## src/rtl/colorled_blink_ctrl.sv

```systemverilog
// Blink-burst sequencer for the colour-LED toggle interface.
// Issues framed enable strobes and tracks the lamp state it leaves behind.
module colorled_blink_ctrl #(
  parameter int CNT_W     = 24,
  parameter int N_W       = 8,
  parameter int PULSE_LEN = 2
) (
  input  logic             clk,
  input  logic             aresetn,
  input  logic             i_start,
  input  logic             i_abort,
  input  logic [CNT_W-1:0] i_on_ticks,
  input  logic [CNT_W-1:0] i_off_ticks,
  input  logic [N_W-1:0]   i_blinks,
  output logic             o_busy,
  output logic             o_done,
  output logic             o_enable_colorled,
  output logic             o_sync_colled,
  output logic             o_led_on
);

  localparam int S  = PULSE_LEN + 2;
  localparam int TW = $clog2(S);

  localparam logic [2:0] IDLE     = 3'd0;
  localparam logic [2:0] TOG_ON   = 3'd1;
  localparam logic [2:0] HOLD_ON  = 3'd2;
  localparam logic [2:0] TOG_OFF  = 3'd3;
  localparam logic [2:0] HOLD_OFF = 3'd4;
  localparam logic [2:0] DONE     = 3'd5;

  logic [2:0]       state_q, state_d;
  logic [TW-1:0]    tcnt_q, tcnt_d;
  logic [CNT_W-1:0] hcnt_q, hcnt_d;
  logic [CNT_W-1:0] on_q, on_d;
  logic [CNT_W-1:0] off_q, off_d;
  logic [N_W-1:0]   rem_q, rem_d;
  logic             abt_q, abt_d;
  logic             led_q, led_d;

  logic             busy;
  logic             tog;
  logic             tog_last;
  logic             tog_flip;
  logic             abt_now;
  logic [CNT_W-1:0] on_eff;
  logic [CNT_W-1:0] off_eff;

  assign busy     = (state_q == TOG_ON) || (state_q == HOLD_ON) ||
                    (state_q == TOG_OFF) || (state_q == HOLD_OFF);
  assign tog      = (state_q == TOG_ON) || (state_q == TOG_OFF);
  assign tog_last = tog && (tcnt_q == TW'(S - 1));
  assign tog_flip = tog && (tcnt_q == TW'(S - 2));
  assign abt_now  = abt_q | i_abort;
  assign on_eff   = (on_q == '0) ? CNT_W'(1) : on_q;
  assign off_eff  = (off_q == '0) ? CNT_W'(1) : off_q;

  always_comb begin
    state_d = state_q;
    tcnt_d  = tcnt_q;
    hcnt_d  = hcnt_q;
    on_d    = on_q;
    off_d   = off_q;
    rem_d   = rem_q;
    led_d   = led_q;
    // An abort seen anywhere in a burst stays pending until it is honoured.
    abt_d   = busy ? abt_now : 1'b0;
    case (state_q)
      IDLE: begin
        tcnt_d = '0;
        if (i_start) begin
          if (i_blinks == '0) begin
            state_d = DONE;
          end else begin
            on_d    = i_on_ticks;
            off_d   = i_off_ticks;
            rem_d   = i_blinks;
            state_d = TOG_ON;
          end
        end
      end
      TOG_ON: begin
        tcnt_d = tcnt_q + TW'(1);
        if (tog_flip) led_d = 1'b1;
        if (tog_last) begin
          tcnt_d = '0;
          if (abt_now) begin
            state_d = TOG_OFF;
          end else begin
            hcnt_d  = on_eff;
            state_d = HOLD_ON;
          end
        end
      end
      HOLD_ON: begin
        hcnt_d = hcnt_q - CNT_W'(1);
        if (abt_now || hcnt_q == CNT_W'(1)) state_d = TOG_OFF;
      end
      TOG_OFF: begin
        tcnt_d = tcnt_q + TW'(1);
        if (tog_flip) led_d = 1'b0;
        if (tog_last) begin
          tcnt_d = '0;
          rem_d  = rem_q - N_W'(1);
          if (abt_now || rem_q == N_W'(1)) begin
            state_d = DONE;
          end else begin
            hcnt_d  = off_eff;
            state_d = HOLD_OFF;
          end
        end
      end
      HOLD_OFF: begin
        hcnt_d = hcnt_q - CNT_W'(1);
        if (abt_now) state_d = DONE;
        else if (hcnt_q == CNT_W'(1)) state_d = TOG_ON;
      end
      DONE: begin
        state_d = IDLE;
      end
      default: begin
        state_d = IDLE;
      end
    endcase
  end

  always_ff @(posedge clk or negedge aresetn) begin
    if (!aresetn) begin
      state_q <= IDLE;
      tcnt_q  <= '0;
      hcnt_q  <= '0;
      on_q    <= '0;
      off_q   <= '0;
      rem_q   <= '0;
      abt_q   <= 1'b0;
      led_q   <= 1'b0;
    end else begin
      state_q <= state_d;
      tcnt_q  <= tcnt_d;
      hcnt_q  <= hcnt_d;
      on_q    <= on_d;
      off_q   <= off_d;
      rem_q   <= rem_d;
      abt_q   <= abt_d;
      led_q   <= led_d;
    end
  end

  assign o_busy            = busy;
  assign o_done            = (state_q == DONE);
  assign o_sync_colled     = tog;
  assign o_enable_colorled = tog && (tcnt_q != '0) && !tog_last;
  assign o_led_on          = led_q;

endmodule

```

## config.mk

```make
export PLATFORM = sky130hd
export DESIGN_NAME = colorled_blink_ctrl
export DESIGN_NICKNAME = d
export VERILOG_FILES = /design/src/rtl/colorled_blink_ctrl.sv
export SDC_FILE = /design/constraint.sdc
export NUM_CORES = 1
export LEC_CHECK = 0
export ABC_AREA = 1
export BUFFER_PORTS_ARGS = -buffer_cell sky130_fd_sc_hd__buf_2
export CAP_MARGIN = 20
export CORE_ASPECT_RATIO = 2
export CORE_MARGIN = 5
export CORE_UTILIZATION = 42
export DETAILED_ROUTE_END_ITERATION = 6
export SYNTH_ARGS = -nofsm -noshare
export SYNTH_HDL_FRONTEND = slang
export SYNTH_SLANG_ARGS = --single-unit
```

## constraint.sdc

```tcl
create_clock -name clk -period 1.5 [get_ports clk]
set_clock_uncertainty 0.1 [all_clocks]
set_input_delay 0 -clock clk [delete_from_list [all_inputs] [get_ports clk]]
set_output_delay 0 -clock clk [all_outputs]
set_load 0.05 [all_outputs]
```

==> results of run 1 <==
==> logic make-up (layout without fill, tap and decap cells) <==
logic type,count (synthesis),after routing
AO/OA/AOI/OAI,122,122
XOR/XNOR,2,2
adder cells (fa/ha/maj),7,7
buffers and inverters,136,373
flip-flops,87,87
AND/OR/NAND/NOR,376,376
==> worst max-delay path: stages (launching register included) <==
cell and delay, ns:
sky130_fd_sc_hd__dfrtp_2 0.45, sky130_fd_sc_hd__buf_6 0.14, sky130_fd_sc_hd__nor3_4 0.31, sky130_fd_sc_hd__nand3_4 0.11
sky130_fd_sc_hd__buf_12 0.19, sky130_fd_sc_hd__buf_12 0.16, sky130_fd_sc_hd__nor2_2 0.11, sky130_fd_sc_hd__a21oi_1 0.05
==> routing by layer <==
layer,vias to the layer above,share of wire,global-route usage
li1,2785,-,-
met3,55,0.029,0.0223
met4,0,0.039,0.126
met1,2700,0.37,0.253
met5,-,0,0
met2,146,0.56,0.434
==> power breakdown <==
part,switching [W],internal (W),total [W],leakage [nW]
combinational,0.00571,0.00490,0.0106,2.81
sequential,0.000902,0.00350,0.00440,1.03
clock,0.00100,0.00113,0.00213,0.126
==> registers in the layout, indices dropped and copies added, names as in the netlist <==
name / cells
hcnt_q: 24
off_q: 24
on_q: 24
rem_q: 8
state_q: 3
tcnt_q: 2
abt_q: 1
o_led_on: 1
==> per-stage QoR <==
step | instance area (um2) | TNS, ns | utilization | worst slack, ns | power (W)
2_1_floorplan | 5130 | -2.12 | - | -0.0849 | 0.00911
3_3_place_gp | 6250 | -11.18 | 0.531 | -0.193 | 0.0120
5_1_grt | 8030 | -22.64 | 0.682 | -0.325 | 0.0184
3_5_place_dp | 6250 | -15.90 | 0.531 | -0.254 | 0.0123
4_1_cts | 7680 | -14.63 | 0.653 | -0.218 | 0.0160
6_report | 8030 | -17.75 | 0.682 | -0.267 | 0.0171
==> cell usage after synthesis <==
cell type	instances
sky130_fd_sc_hd__nand2_1	154
sky130_fd_sc_hd__nor2_1	135
sky130_fd_sc_hd__inv_1	103
sky130_fd_sc_hd__dfrtp_1	87
sky130_fd_sc_hd__nand3_1	65
sky130_fd_sc_hd__o21ai_1	38
sky130_fd_sc_hd__a21oi_1	37
sky130_fd_sc_hd__o21ai_0	30
sky130_fd_sc_hd__buf_2	10
sky130_fd_sc_hd__inv_2	9
sky130_fd_sc_hd__clkbuf_1	8
sky130_fd_sc_hd__a31oi_1	7
sky130_fd_sc_hd__ha_1	7
sky130_fd_sc_hd__nand4_1	7
sky130_fd_sc_hd__a21boi_0	6
sky130_fd_sc_hd__buf_6	4
sky130_fd_sc_hd__nand2_2	3
sky130_fd_sc_hd__nand3_2	3
sky130_fd_sc_hd__a22oi_1	2
sky130_fd_sc_hd__buf_4	2
sky130_fd_sc_hd__nor3_1	2
sky130_fd_sc_hd__xor2_1	2
sky130_fd_sc_hd__nand2_4	1
sky130_fd_sc_hd__nand3b_1	1
sky130_fd_sc_hd__nor2_2	1
sky130_fd_sc_hd__nor2_4	1
sky130_fd_sc_hd__nor2_8	1
sky130_fd_sc_hd__nor3_2	1
sky130_fd_sc_hd__o211ai_1	1
sky130_fd_sc_hd__o22ai_1	1
sky130_fd_sc_hd__or2_2	1
==> worst paths after layout <==
kind | end | slack (ns) | cells past startpoint
max in group asynchronous | off_q[5] | 0.75 | 3
worst max register to register | off_q[9] | -0.27 | 7
worst min-delay path | tcnt_q[1] | -0.002 | 2
worst max-delay path | off_q[9] | -0.27 | 7
min in group clk | state_q[1] | 0.11 | 7
worst min register to register | on_q[18] | 0.41 | 2
==> cell type report <==
cell class,instances,area [um2],share of cell area
clock inverter,6,45.0,0.00561
tap,145,181,0.0226
inverter,112,434,0.0540
timing repair buffer,245,2160,0.269
multi-input combinational,507,2800,0.349
sequential,87,2180,0.271
clock buffer,10,229,0.0285
==> repair_timing <==
item | CTS | global route
hold buffers | 58 | 0
endpoints found under the setup margin | 87 | 88
hold endpoints to repair | 144 | 0
pin swaps | 14 | 18
buffers inserted | 15 | 7
gates cloned | 6 | 2
gates resized for setup | 101 | 79
==> results by stage, run 1 <==
Pwr:
- The total leakage power is 3.96 nW.
- The peak supply drop is 1.18 mV.
- In this run the power density over the cells is 2130 nW/um2.

Global routing:
- The maximum number of pins on one net before global-route repair is 41.
- For this run, the total global-route usage over all layers was measured as 0.234.
- The number of global-route vias before repair came to 5,872.
- The residual overflow from global routing is 0.
- The number of antenna violations at the first check in global routing is 0.
- The first global-routing pass estimated 26.6 mm of wire.

Route:
- The first detailed-routing pass ran for 4 iterations.
- Summed over all layers, the routed wires come to 17.1 mm.
- The routed layout has 5,686 vias.
- After detailed routing, the number of vias per cell comes to 5.11.
- The DRC marker count from the first detailed-route iteration is 260.
- The number of nets still failing antenna checks after routing is 0.
- The average routed wire per standard cell is 15.4 um.
- The number of design rule violations left after detail routing is 0.

Clock network:
- The CTS buffer count is 9.
- TritonCTS built the clock tree.
- The clock-pin slew on the worst setup and hold paths is 0.07 ns.
- The H-tree was split into 3 levels.
- The clock network latency to the later pin of the worst-skew pair is 0.35 ns.
- The buffer depth of the longest clock path is 2.
- The buffer type at the clock tree root is sky130_fd_sc_hd__clkbuf_16.
- The sink count of the clock tree is 87.

Hold path:
- The min-delay analysis places its worst path in the category in2async.

STA:
- The final critical-path setup slack is -0.267 ns.
- For this run, the top clock speed supported by timing is 0.566 GHz.
- The worst-case headroom to the max-slew limit is 0.769.
- The hold violation total from the final report is 5.
- Setup repair after global routing could not meet its margin everywhere.
- Of the available clock period, the critical path in the final layout requires 1.18.
- The time the final worst path needs with I/O delays and setup is 1.77 ns.
- The slew at the pin closest to its max-slew limit is 0.347 ns.
- The final count of negative-setup-slack endpoints is 88.
- The final count of pins violating max slew is 0.
- Across all hold checks on the routed design, the worst slack comes to -0.00231 ns.

Cells and area:
- The top cell types in the final layout, fill and taps aside, are sky130_fd_sc_hd__nand2_1, sky130_fd_sc_hd__nor2_1, sky130_fd_sc_hd__inv_1, sky130_fd_sc_hd__buf_4, sky130_fd_sc_hd__dfrtp_1.
- The number of non-filler instances in the completed layout is 1,112.
- In the final layout, the share of cells above drive strength 1 is 0.350.
- From synthesis to final layout, the design area changed by 58.4%.
- The number of antenna repair diodes is 0.
- The total of fill cells in the finished design is 936.
- The most common cell after layout, fill and taps aside is sky130_fd_sc_hd__nand2_1.
- The final layout contains 1,029 nets.

Synth:
- The number of different library cells used by synthesis comes to 31.
- The area share of the largest cell type after synthesis is 0.429.
- The complex-gate fraction of the synthesized area is 0.127.
- A synthesized cell averages 6.95 um2.
- The instance count of the mapped netlist is 730.
- Yosys printed 0 warnings.
- The dominant combinational cell family by area after synthesis is simple AND/OR/NAND/NOR gates.
- Ranked by total cell area, the synthesized netlist is headed by sky130_fd_sc_hd__dfrtp_1, sky130_fd_sc_hd__nand2_1, sky130_fd_sc_hd__nor2_1.
- The number of storage elements in the synthesis netlist is 87.
- The proportion of synthesized area in mux cells is 0.
- The net count after synthesis is 797.
- The post-synthesis adder-cell area fraction is 0.0173.
- The biggest area contributor in the post-synthesis netlist is sky130_fd_sc_hd__dfrtp_1.
- The xor-xnor portion of the synthesized cell area is 0.00345.
- The proportion of synthesized chip area in sequential cells is 0.429.
- The basic-gate share of the synthesized area counting and, or, nand and nor cells is 0.313.
- The summed instance area of the synthesized netlist is 5070 um2.

Status:
- The run finished, with violations left.
- The final reports fail on negative hold slack, negative setup slack.

Flow run:
- The number of max-capacitance violations reported is 0.

Placement:
- Routability-driven placement finished with a final weighted congestion of 0.854.
- The count of input and output buffers is 64.
- After legalization and detailed placement, the total HPWL measured 10.7 mm.
- The cell count after placement is 1,009.

Setup path:
- By startpoint and endpoint, the worst setup path is classified as reg2reg.
- At the worst endpoint, the arrival time is 1.90 ns.
- The critical path startpoint is state_q[1].
- The startpoint of the most critical register-to-register path is state_q[1].
- In this run the worst path has a maximum fanout of 12.
- STA classifies the critical path startpoint as a flip-flop.
- At the worst endpoint, the required time is 1.63 ns.
- The critical path capture point type is a flip-flop.

Die:
- After floorplanning, the core was sized to cover 11,800 um2.
- The initial standard-cell utilization of the core is 0.431.
- The die is 87.7 um wide.
- The overall die area is 14,500 um2.
- The die is 165 um tall.
- The I/O pin count is 65.
- The count of standard-cell rows is 56.
Note: power is estimated with default switching activity, not from simulation.
==> run 2: changes to the inputs <==
CORE_UTILIZATION = 53   (was 42)
PLACE_DENSITY = 0.77   (was unset)
==> results by stage, run 2 (synthesis gave the netlist of run 1 again) <==
Setup path:
- The largest driver fanout on the critical path came to 12 (unchanged).
- The worst reg2reg path endpoint is off_q[0].
- The number of cells traversed by the worst register-to-register path came to 7 (unchanged).
- STA classifies the critical path startpoint as a flip-flop.
- The data arrival time of the critical path is 2.17 ns (+0.27 ns).
- The critical path capture point type is a flip-flop.
- The required time reported for the critical path endpoint was 1.61 ns (-0.02 ns).
- The slack of the worst reg-to-reg path is -0.55 ns (-0.29 ns).
- The kind of critical path is reg2reg.
- The startpoint of the most critical register-to-register path is state_q[2].

Global routing:
- The residual overflow from global routing is 0 (unchanged).
- The global-route wire length before repair was 29.1 mm (+9.4%).
- The number of global-route vias before repair is 6,135 (+4.5%).
- The number of antenna violations at the first check in global routing was 0 (unchanged).
- The maximum number of pins on one net before global-route repair came to 97 (+140%).
- The global-route usage over all layers came to 0.318 (+0.0841).

Route:
- The number of design rule violations left after detail routing came to 5 (+5).
- The post-detailed-routing wire length was 27.9 mm (+63%).
- The average routed wire per standard cell is 26.0 um (+69%).
- The number of nets still failing antenna checks after routing is 0 (unchanged).
- The DRC marker count from the first detailed-route iteration was 1,213 (+370%).
- The total number of vias is 7,199 (+27%).
- The vias per cell was 6.72 (+31%).
- The number of detailed-routing iterations run before antenna repair is 7 (+3).

Status:
- The checks that failed: design-rule violations, negative setup slack.
- The flow ran to the end, but the final reports show violations.

Placement:
- The half-perimeter wire length after detailed placement is 10.8 mm (+0.98%).
- The final weighted congestion in routability-driven placement is 0.909 (+6.5%).
- The count of input and output buffers is 64 (unchanged).

Clock network:
- The clock tree from TritonCTS is built.
- The clock network latency to the later pin of the worst-skew pair is 0.35 ns (about the same).
- The sink count of the clock tree is 87 (unchanged).
- The number of H-tree levels is 3 (unchanged).
- The buffer type at the clock tree root is sky130_fd_sc_hd__clkbuf_16.
- The buffer depth of the longest clock path is 2 (unchanged).
- The CTS buffer count is 9 (unchanged).
- The clock-pin slew on the worst setup and hold paths came to 0.07 ns (about the same).

Cells and area:
- The number of antenna repair diodes is 0 (unchanged).
- The most common cell after layout, fill and taps aside is sky130_fd_sc_hd__nand2_1.
- The total of fill cells in the finished design is 359 (-62%).
- The number of nets in the final layout is 1,030 (+0.097%).
- The largest registers in the layout are hcnt_q: 24 flops, off_q: 24 flops, on_q: 24 flops.
- From synthesis to final layout, the design area changed by 61.4%.
- In the layout the commonest cells are sky130_fd_sc_hd__nand2_1, sky130_fd_sc_hd__inv_1, sky130_fd_sc_hd__nor2_1, sky130_fd_sc_hd__buf_4, sky130_fd_sc_hd__dfrtp_1.
- The fraction of layout instances using a drive strength above 1 is 0.366 (+0.0162).

Pwr:
- The cell area power density is 2420 nW/um2 (+13%).
- The peak supply drop is 1.83 mV (+55%).
- The overall power of the completed layout came to 0.0198 W (+15%).
- The total leakage power came to 4.00 nW (+0.87%).

STA:
- The final critical-path setup slack is -0.554 ns (-0.286 ns).
- The post-route clock period utilization is 1.37 (+0.191).
- The worst-case headroom to the max-slew limit is 0.657 (-0.112).
- The sum of negative setup slack is -26.70 ns (-8.95 ns).
- The worst hold slack is 0.112 ns (+0.115 ns).
- The time the final worst path needs with I/O delays and setup is 2.05 ns (+0.286 ns).
- The slew at the pin closest to its max-slew limit was 0.512 ns (+0.166 ns).
- The final count of negative-setup-slack endpoints came to 89 (+1.1%).
- The achievable clock frequency is 0.487 GHz (-14%).
- Setup repair after global routing could not meet its margin everywhere.
- The hold violation total from the final report is 0 (-5).
- The final count of pins violating max slew was 0 (unchanged).

Die:
- The count of standard-cell rows is 50 (-11%).
- The I/O pin count was 65 (unchanged).
- The standard cell core area is 9380 um2 (-20%).
- The horizontal die dimension was 79.2 um (-9.7%).
- The initial standard-cell utilization of the core is 0.540 (+0.110).
- The die outline height is 148 um (-10%).
- The overall die area is 11,700 um2 (-19%).

Flow run:
- The number of max-capacitance violations reported came to 0 (unchanged).

Hold path:
- The path class of the tightest hold or removal check is in2async.
## run 2: changes by cell type in the layout (fill, tap and decap cells not counted), sizes merged
| cell | delta |
|---|---|
| buf | -3 |
| bufinv | +2 |
| clkbuf | +5 |
| clkinv | +2 |
| clkinvlp | -2 |
| inv | -3 |
## run 2: how the worst max path moves through the flow
stage                          start          to  slack, ns
after floorplan           state_q[2]  hcnt_q[14]      -0.08
after detailed placement  state_q[1]   hcnt_q[7]      -0.24
after CTS                 state_q[0]   hcnt_q[3]      -0.20
after global routing      state_q[2]    off_q[0]      -0.57
final                     state_q[2]    off_q[0]      -0.55
after global placement    state_q[2]    rem_q[3]      -0.19
## run 2: report_power, final
group,switching [W],leakage (nW),internal (W)
clock,0.00109,0.156,0.00151
combinational,0.00739,2.81,0.00497
sequential,0.00132,1.02,0.00350
## run 2: timing repair
| item | CTS | global route |
|---|---|---|
| setup buffers | 12 | 13 |
| pin swaps | 8 | 13 |
| hold buffers | 58 | 0 |
| cloned | 0 | 11 |
| resized for setup | 68 | 141 |
| endpoints found under the setup margin | 87 | 89 |
| hold endpoints to repair | 143 | 0 |
## run 2: critical path: stages, from the launching register on
cell and delay (ns):
sky130_fd_sc_hd__dfrtp_2 0.46, sky130_fd_sc_hd__buf_12 0.15, sky130_fd_sc_hd__nor3_4 0.24, sky130_fd_sc_hd__buf_6 0.16, sky130_fd_sc_hd__nand3_4 0.08, sky130_fd_sc_hd__buf_12 0.17, sky130_fd_sc_hd__clkbuf_16 0.18, sky130_fd_sc_hd__a21oi_1 0.36
## run 2: final cells by class
type,count,area [um2],area share
inverter,112,439,0.0537
tap,104,130,0.0159
timing repair buffer,246,2190,0.268
sequential,87,2180,0.267
multi-input combinational,507,2920,0.356
clock inverter,5,81.3,0.00994
clock buffer,11,243,0.0297
## run 2: routing by layer
| layer | global-route usage | wire (um) | up-vias |
|---|---|---|---|
| li1 | - | - | 2772 |
| met1 | 0.328 | 8170 | 3241 |
| met2 | 0.575 | 12900 | 842 |
| met3 | 0.0545 | 3300 | 344 |
| met4 | 0.207 | 3480 | 0 |
| met5 | 0 | 0 | - |
## run 2: metrics by stage
step,setup WS [ns],instance area [um2],util,cells
6_report,-0.554,8190,0.872,1072
3_5_place_dp,-0.238,6190,0.660,963
2_1_floorplan,-0.0849,5130,-,730
5_1_grt,-0.575,8190,0.872,1072
4_1_cts,-0.203,7430,0.792,1049
3_3_place_gp,-0.195,6190,0.660,963
